File: config.mk
export PLATFORM = sky130hd
export DESIGN_NAME = pos_pkt_arbiter
export DESIGN_NICKNAME = d
export VERILOG_FILES = /design/src/rtl/pos_pkt_arbiter.sv
export SDC_FILE = /design/constraint.sdc
export NUM_CORES = 1
export LEC_CHECK = 0
export CAP_MARGIN = 25
export CORE_UTILIZATION = 50
export CTS_CLUSTER_DIAMETER = 50
export DETAILED_ROUTE_END_ITERATION = 16
export PLACE_DENSITY = 0.69
export SETUP_SLACK_MARGIN = 0.02
export SLEW_MARGIN = 20
export SYNTH_ARGS = -nofsm -noshare
export SYNTH_HDL_FRONTEND = slang
export SYNTH_SLANG_ARGS = --single-unit
export TNS_END_PERCENT = 1
File: constraint.sdc
create_clock -name clk -period 7 [get_ports clk]
set_input_delay 0.7 -clock clk [delete_from_list [all_inputs] [get_ports clk]]
set_output_delay 0.7 -clock clk [all_outputs]
set_load 0.005 [all_outputs]
File: src/rtl/pos_pkt_arbiter.sv
// pos_pkt_arbiter: merges NUM_CELLS position-cache packet streams into one
// output. Each cell has a small FIFO (no back-pressure to the caches), and a
// one-entry output register is refilled from a non-empty FIFO chosen by
// round-robin arbitration.
// Build option: define POS_ARB_FIXED_PRIO_EN to make the lowest-index
// non-empty FIFO always win. Ports and timing are the same in both builds.
`ifndef OFFSET_PKT_STRUCT_WIDTH
`define OFFSET_PKT_STRUCT_WIDTH 32
`endif

module pos_pkt_arbiter #(
  parameter int NUM_CELLS  = 8,
  parameter int PKT_WIDTH  = `OFFSET_PKT_STRUCT_WIDTH,
  parameter int FIFO_DEPTH = 4
) (
  input  logic                                 clk,
  input  logic                                 rst,
  input  logic [NUM_CELLS-1:0][PKT_WIDTH-1:0]  i_pos_pkt,
  input  logic [NUM_CELLS-1:0]                 i_valid,
  input  logic                                 i_flush,
  output logic [PKT_WIDTH-1:0]                 o_pkt,
  output logic [$clog2(NUM_CELLS)-1:0]         o_cell_id,
  output logic                                 o_valid,
  input  logic                                 i_ready,
  output logic [NUM_CELLS-1:0]                 o_almost_full,
  output logic [NUM_CELLS-1:0]                 o_overflow,
  output logic                                 o_idle
);

  localparam int ID_W  = $clog2(NUM_CELLS);
  localparam int PTR_W = $clog2(FIFO_DEPTH);
  localparam int CNT_W = PTR_W + 1;

  logic [PKT_WIDTH-1:0]                mem_q [NUM_CELLS][FIFO_DEPTH];
  logic [NUM_CELLS-1:0][PTR_W-1:0]     rd_ptr_q, rd_ptr_d;
  logic [NUM_CELLS-1:0][PTR_W-1:0]     wr_ptr_q, wr_ptr_d;
  logic [NUM_CELLS-1:0][CNT_W-1:0]     cnt_q, cnt_d;
  logic [PKT_WIDTH-1:0]                pkt_q, pkt_d;
  logic [ID_W-1:0]                     id_q, id_d;
  logic [ID_W-1:0]                     last_q, last_d;
  logic                                valid_q, valid_d;
  logic [NUM_CELLS-1:0]                ovf_q, ovf_d;
  logic                                armed_q, armed_d;

  logic [NUM_CELLS-1:0]                nonempty, full, push, pop;
  logic                                load, found;
  logic [ID_W-1:0]                     grant;

  // Per-cell occupancy status derived from the counters
  always_comb begin
    for (int unsigned c = 0; c < NUM_CELLS; c++) begin
      nonempty[c]      = (cnt_q[c] != '0);
      full[c]          = (cnt_q[c] == CNT_W'(FIFO_DEPTH));
      o_almost_full[c] = (cnt_q[c] >= CNT_W'(FIFO_DEPTH - 1));
    end
  end

  // Arbitration: first non-empty FIFO from the search start
  always_comb begin
    int unsigned idx;
    idx   = 0;
    found = 1'b0;
    grant = '0;
    for (int unsigned i = 0; i < NUM_CELLS; i++) begin
`ifdef POS_ARB_FIXED_PRIO_EN
      idx = i;
`else
      idx = (32'(last_q) + 1 + i) % NUM_CELLS;
`endif
      if (!found && nonempty[idx]) begin
        found = 1'b1;
        grant = ID_W'(idx);
      end
    end
  end

  // Next-state: FIFO bookkeeping, output register and sticky overflow
  always_comb begin
    load     = !valid_q || i_ready;
    pop      = '0;
    push     = '0;
    rd_ptr_d = rd_ptr_q;
    wr_ptr_d = wr_ptr_q;
    cnt_d    = cnt_q;
    pkt_d    = pkt_q;
    id_d     = id_q;
    last_d   = last_q;
    valid_d  = valid_q;
    ovf_d    = ovf_q;
    armed_d  = 1'b1;

    if (i_flush) begin
      rd_ptr_d = '0;
      wr_ptr_d = '0;
      cnt_d    = '0;
      valid_d  = 1'b0;
      last_d   = '0;
    end else begin
      if (load) begin
        if (found) begin
          pop[grant] = 1'b1;
          pkt_d      = mem_q[grant][rd_ptr_q[grant]];
          id_d       = grant;
          last_d     = grant;
          valid_d    = 1'b1;
        end else begin
          valid_d    = 1'b0;
        end
      end
      // A full FIFO still accepts a push when it is popped in the same cycle
      for (int unsigned c = 0; c < NUM_CELLS; c++) begin
        push[c] = armed_q && i_valid[c] && (!full[c] || pop[c]);
        if (armed_q && i_valid[c] && full[c] && !pop[c])
          ovf_d[c] = 1'b1;
        if (push[c])
          wr_ptr_d[c] = wr_ptr_q[c] + PTR_W'(1);
        if (pop[c])
          rd_ptr_d[c] = rd_ptr_q[c] + PTR_W'(1);
        cnt_d[c] = cnt_q[c] + CNT_W'(push[c]) - CNT_W'(pop[c]);
      end
    end
  end

  // Packet storage; push is already suppressed during flush
  always_ff @(posedge clk) begin
    for (int unsigned c = 0; c < NUM_CELLS; c++) begin
      if (push[c])
        mem_q[c][wr_ptr_q[c]] <= i_pos_pkt[c];
    end
  end

  // State registers with asynchronous active-low reset
  always_ff @(posedge clk or negedge rst) begin
    if (!rst) begin
      rd_ptr_q <= '0;
      wr_ptr_q <= '0;
      cnt_q    <= '0;
      pkt_q    <= '0;
      id_q     <= '0;
      last_q   <= '0;
      valid_q  <= 1'b0;
      ovf_q    <= '0;
      armed_q  <= 1'b0;
    end else begin
      rd_ptr_q <= rd_ptr_d;
      wr_ptr_q <= wr_ptr_d;
      cnt_q    <= cnt_d;
      pkt_q    <= pkt_d;
      id_q     <= id_d;
      last_q   <= last_d;
      valid_q  <= valid_d;
      ovf_q    <= ovf_d;
      armed_q  <= armed_d;
    end
  end

  assign o_pkt      = pkt_q;
  assign o_cell_id  = id_q;
  assign o_valid    = valid_q;
  assign o_overflow = ovf_q;
  assign o_idle     = !valid_q && !(|nonempty);

endmodule

# Word level (Yosys, flattened, before mapping)
# Memory sizes are Yosys's and may differ from the RTL's.
# Index checks and enable logic that the tools add are counted.
[word_totals] regBits=104 word_cells=351 ramBits=1024 mem_count=1 output_inout_bits=53
[classes] eq_ne=8 add_sub_neg=40 n_reduce_logical=120 n_bitwise=10 magnitude_cmp=35 mux=100
[mem_list] memory="mem_q" words=8 word_bits=128 read_ports=1 rd_ports_with_merged_regs=0 wr=8 line_no="34" text="logic [PKT_WIDTH-1:0] mem_q [NUM_CELLS][FIFO_DEPTH];"
[ops] op="$mux 128" count=8
[ops] op="$demux 32 s2" count=8
[ops] op="$mux 32" count=10
[ops] op="$bmux 32 s2" count=1
[ops] op="$logic_and 1x1->1" count=49
[ops] op="$lt 3x4->1 const B" count=9
[ops] op="$reduce_bool 2->1" count=18
[ops] op="$mux 2" count=17
[ops] op="$mux 3" count=11
[ops] op="$add 2x1->2 const B" count=16
[ops] op="$mux 16" count=2
[ops] op="$mux 8" count=4
[ops] op="$mux 1" count=28
[ops] op="$ge 3x3->1 const B" count=9
[ops] op="$not 2->3" count=9
[ops] op="$logic_not 1->1" count=25
[ops] op="$add 3x1->3" count=8
[ops] op="$bmux 1 s3" count=8
[ops] op="$eq 3x3->1 const B" count=8
[ops] op="$ge 3x2->1 const B" count=8
[ops] op="$lt 3x1->1 const B" count=8
[ops] op="$mux 24" count=1
[ops] op="$reduce_bool 3->1" count=8
[ops] op="$sub 3x1->3" count=8
[ops] op="11 further kinds" count=32

# Longest topological paths before layout
[depth] depth_word=37 mapped_depth=27

# Worst setup path after synthesis
# OpenSTA, ideal clock, no wires.
[synth_path] path_kind="register to register" from="reg last_q[0]" to="reg cnt_q[14] (netlist name)" required_ns=6.868 path_buffers=5 setup_slack_ns=1.222 arrival_time_ns=5.646 setup_time_ns=0.132 path_stages_with_launch=25 synth_period_minus_slack_ns=5.778 path_cell_list="dfrtp_1 > clkbuf_1 > clkinv_1 > clkbuf_1 > ha_1 > buf_6 > buf_6 > nor4_4 > nor4_1 > or4_4 > a211o_1 > a2111oi_4 > o311a_1 > buf_2 > nand2_1 > nor3_1 > or4_1 > and3_1 > inv_1 > ha_1 > inv_1 > ha_1 > fa_1 > xnor2_1 > nor2_1"
[synth_rtl] item="from (decl)" line_no="40" text="logic [ID_W-1:0] last_q, last_d;"
[synth_rtl] item="from (signal assigned)" line_no="150" text="last_q <= last_d;"
[synth_rtl] item="to (signal assigned)" line_no="147" text="cnt_q <= cnt_d;"
[synth_rtl] item="to (decl)" line_no="37" text="logic [NUM_CELLS-1:0][CNT_W-1:0] cnt_q, cnt_d;"

==> impl_metrics.yaml <==
run_status:
  outcome: "finished, final reports clean"
logic_synthesis:
  synth-edff-count: 1024
  netlist_area_um2: 47600
  synth_nets: 3835
  synth_top_cell_by_area: "edfxtp_1"
  synth.distinct_cells: 88
  ys.flop_type: "edfxtp_1"
  synthTopCellsByCount: "edfxtp_1, nand2_1, and3_1"
  ys_async_sr_fraction: 0.0922
  yosysWarnings: 0
  avgSynthCellArea_um2: 13.6
  synth_top_area_frac: 0.645
  synth_area_leaders: "edfxtp_1, dfrtp_1, nand2_1, and3_1, a211oi_1"
  synth_seq_cells: 1128
  synth.most_common_cell: "edfxtp_1"
  ys_seq_area_frac: 0.700
  syn_inst: 3501
flow_run:
  max-cap-violations: 0
cells_and_area:
  layout.nets: 4124
  area_growth_pct: 18.8
  fin_area_um2: 56600
  layout-drive-gt1-share: 0.100
critical_path:
  cpMaxStageDelayCell: "and2_2"
  cpMostUsedCell: "nor3_1"
  r2r-start: "last_q[0]"
  cp.arrival_ns: 6.77
  end_kind: "register"
  r2r_end: "mem_q[0][43]"
  cp.required_ns: 7.38
  start_kind: "register"
  path_class: "register to register"
  path_cells: "buf_4, ha_1, xor3_1, nor3_1, o21ai_1, and2_1, and4_1, o21ai_4, nand2_4, nor3_1, or4_1, nor2b_1, and2_2, buf_12"
  critPathMaxFanout: 40
  ff2ff_path_depth: 14
  cpPeakStageDelay_ns: 0.70
  rrSetupSlack_ns: 0.61
die:
  core_area_um2: 93900
  io_pins: 321
  die_w_um: 311
  die_h_um: 311
  start_util: 0.507
  core.rowCount: 112
  die_area_um2: 96500
timing:
  fmax_mhz: 157
  fin_crit_sh: 0.912
  tightest_slew_ns: 1.19
  hold_viol_final: 0
  setup_violations: 0
  clock_skew_ns: 0.0359
  relSlewSlack: 0.207
  setup_tns_ns: 0
  fin_ws_ns: 0.613
  rsz0062_at_grt: "false"
  finalCriticalPeriod_ns: 6.39
  drv_slew: 0
  holdWs_ns: 0.00421
clock_tree:
  cts-root-buf: "clkbuf_16"
  cts_tree: "yes"
  numCtsBuffers: 120
  post_cts_resize_count: 0
  clock-sinks: 1128
  cts_htree_levels: 3
  postCtsHoldBufs: 0
  clkLatencyLatePin_ns: 0.72
  clk_pin_slew_ns: 0.06
  post_cts_buffers: 0
  cts_buffer_depth: 3
routing:
  dr_wl_met3_mm: 17.6
  dr.pass1.iters: 7
  top_layer_used: "met5"
  routedWlPerCell_um: 30.4
  dr_total_vias: 33100
  route.detailed.drc: 0
  met2_length_mm: 73.2
  drtIter0Drc: 4685
  postRouteAntennaNets: 0
  routedLengthMet1_mm: 58.9
  avgViaCountPerCell: 6.41
  totalWireLength_mm: 157
placement:
  port_buffers: 320
  gp_congestion: 0.913
  dp_hpwl_mm: 96.0
  dp_slack_ns: 0.755
  dpl-instance-area_um2: 52600
global_route:
  antenna_found_initial: 12
  grt-ovfl-total: 0
  first_global_vias: 32100
  grt_max_degree: 187
  grt_use_total: 0.321
  grt_pass1_wl_mm: 224
worst_hold_path:
  holdCritPathClass: "input pin to asynchronous set/reset pin"
worst max path at each step:
stage          startpoint            to  slack (ns)  cells past startpoint
2_1_floorplan   last_q[0]     cnt_q[14]        1.22                     24
4_1_cts         last_q[0]  mem_q[0][32]        0.75                     14
3_3_place_gp    last_q[0]  mem_q[0][50]        0.86                     14
6_report        last_q[0]  mem_q[0][43]        0.61                     14
5_1_grt         last_q[0]  mem_q[0][32]        0.42                     15
3_5_place_dp    last_q[0]  mem_q[0][32]        0.76                     14
final cells by class:
cell class / count / area (um2)
fillers: 7157 / 37300
inverters: 62 / 233
repair buffers: 428 / 4370
well taps: 1254 / 1570
flip-flops and latches: 1128 / 33400
diodes: 8 / 20.0
clock inverters: 59 / 603
multi-input cells: 2050 / 13100
clock buffers: 170 / 3390
registers in the layout (all words and copies together) (netlist names):
signal      flops
armed_q         1
wr_ptr_q       16
o_cell_id       3
mem_q        1024
rd_ptr_q       16
last_q          3
cnt_q          24
o_overflow      8
o_pkt          32
o_valid         1
cell usage in the layout (no fill, tap or decap), drive strengths merged, types with 11 or more instances in the layout:
cell           count
buf              110
a221o             15
nor2b             24
nand2            655
or4               18
or3               16
nor4              24
and2              35
and3             244
ha                58
nor2              75
dfrtp            104
nor3              74
inv               71
a211oi           208
xor2              11
clkinv            39
o21ai             60
clkbuf           170
edfxtp          1024
clkdlybuf4s50    318
a31oi             49
nand3             31
mux4              11
a311oi           169
a21oi             67
xnor2             24
mux2i             40
stage by stage:
| step | util | instances |
|---|---|---|
| floorplan | - | 3501 |
| global placement | 0.560 | 4922 |
| detailed placement | 0.560 | 4922 |
| CTS | 0.603 | 5151 |
| global route | 0.603 | 5155 |
| finish | 0.603 | 5159 |
logic make-up (layout without fill, tap and decap cells):
group,Yosys count,in the layout,share of synthesized area
AOI/OAI and AO/OA,677,677,0.108
xor gates and xnor gates,38,38,0.00838
adders and majority gates,66,66,0.0186
buffers and inverters,323,719,0.0287
DFF,1128,1128,0.700
muxes,55,55,0.0146
other,1,9,0.0000787
and+or+nand+nor,1213,1213,0.121
per-layer routing:
| layer | track usage | vias to the layer above |
|---|---|---|
| met1 | 0.433 | 16500 |
| met2 | 0.504 | 2194 |
| met4 | 0.142 | 10 |
| met5 | 0 | - |
| met3 | 0.0653 | 374 |
| li1 | - | 14000 |
worst max-delay path, delay by kind of cell, from the launching register on:
| family | cells | cell delay, ns |
|---|---|---|
| xor+xnor | 1 | 0.64 |
| buf+inv | 2 | 0.65 |
| flops | 1 | 0.35 |
| fa+ha+maj | 1 | 0.48 |
| simple gates | 8 | 3.21 |
| compound gates | 2 | 0.69 |
Power is left out: the tool's default activity adds up to more than one toggle a clock period on the data nets, which glitch-free logic cannot reach.
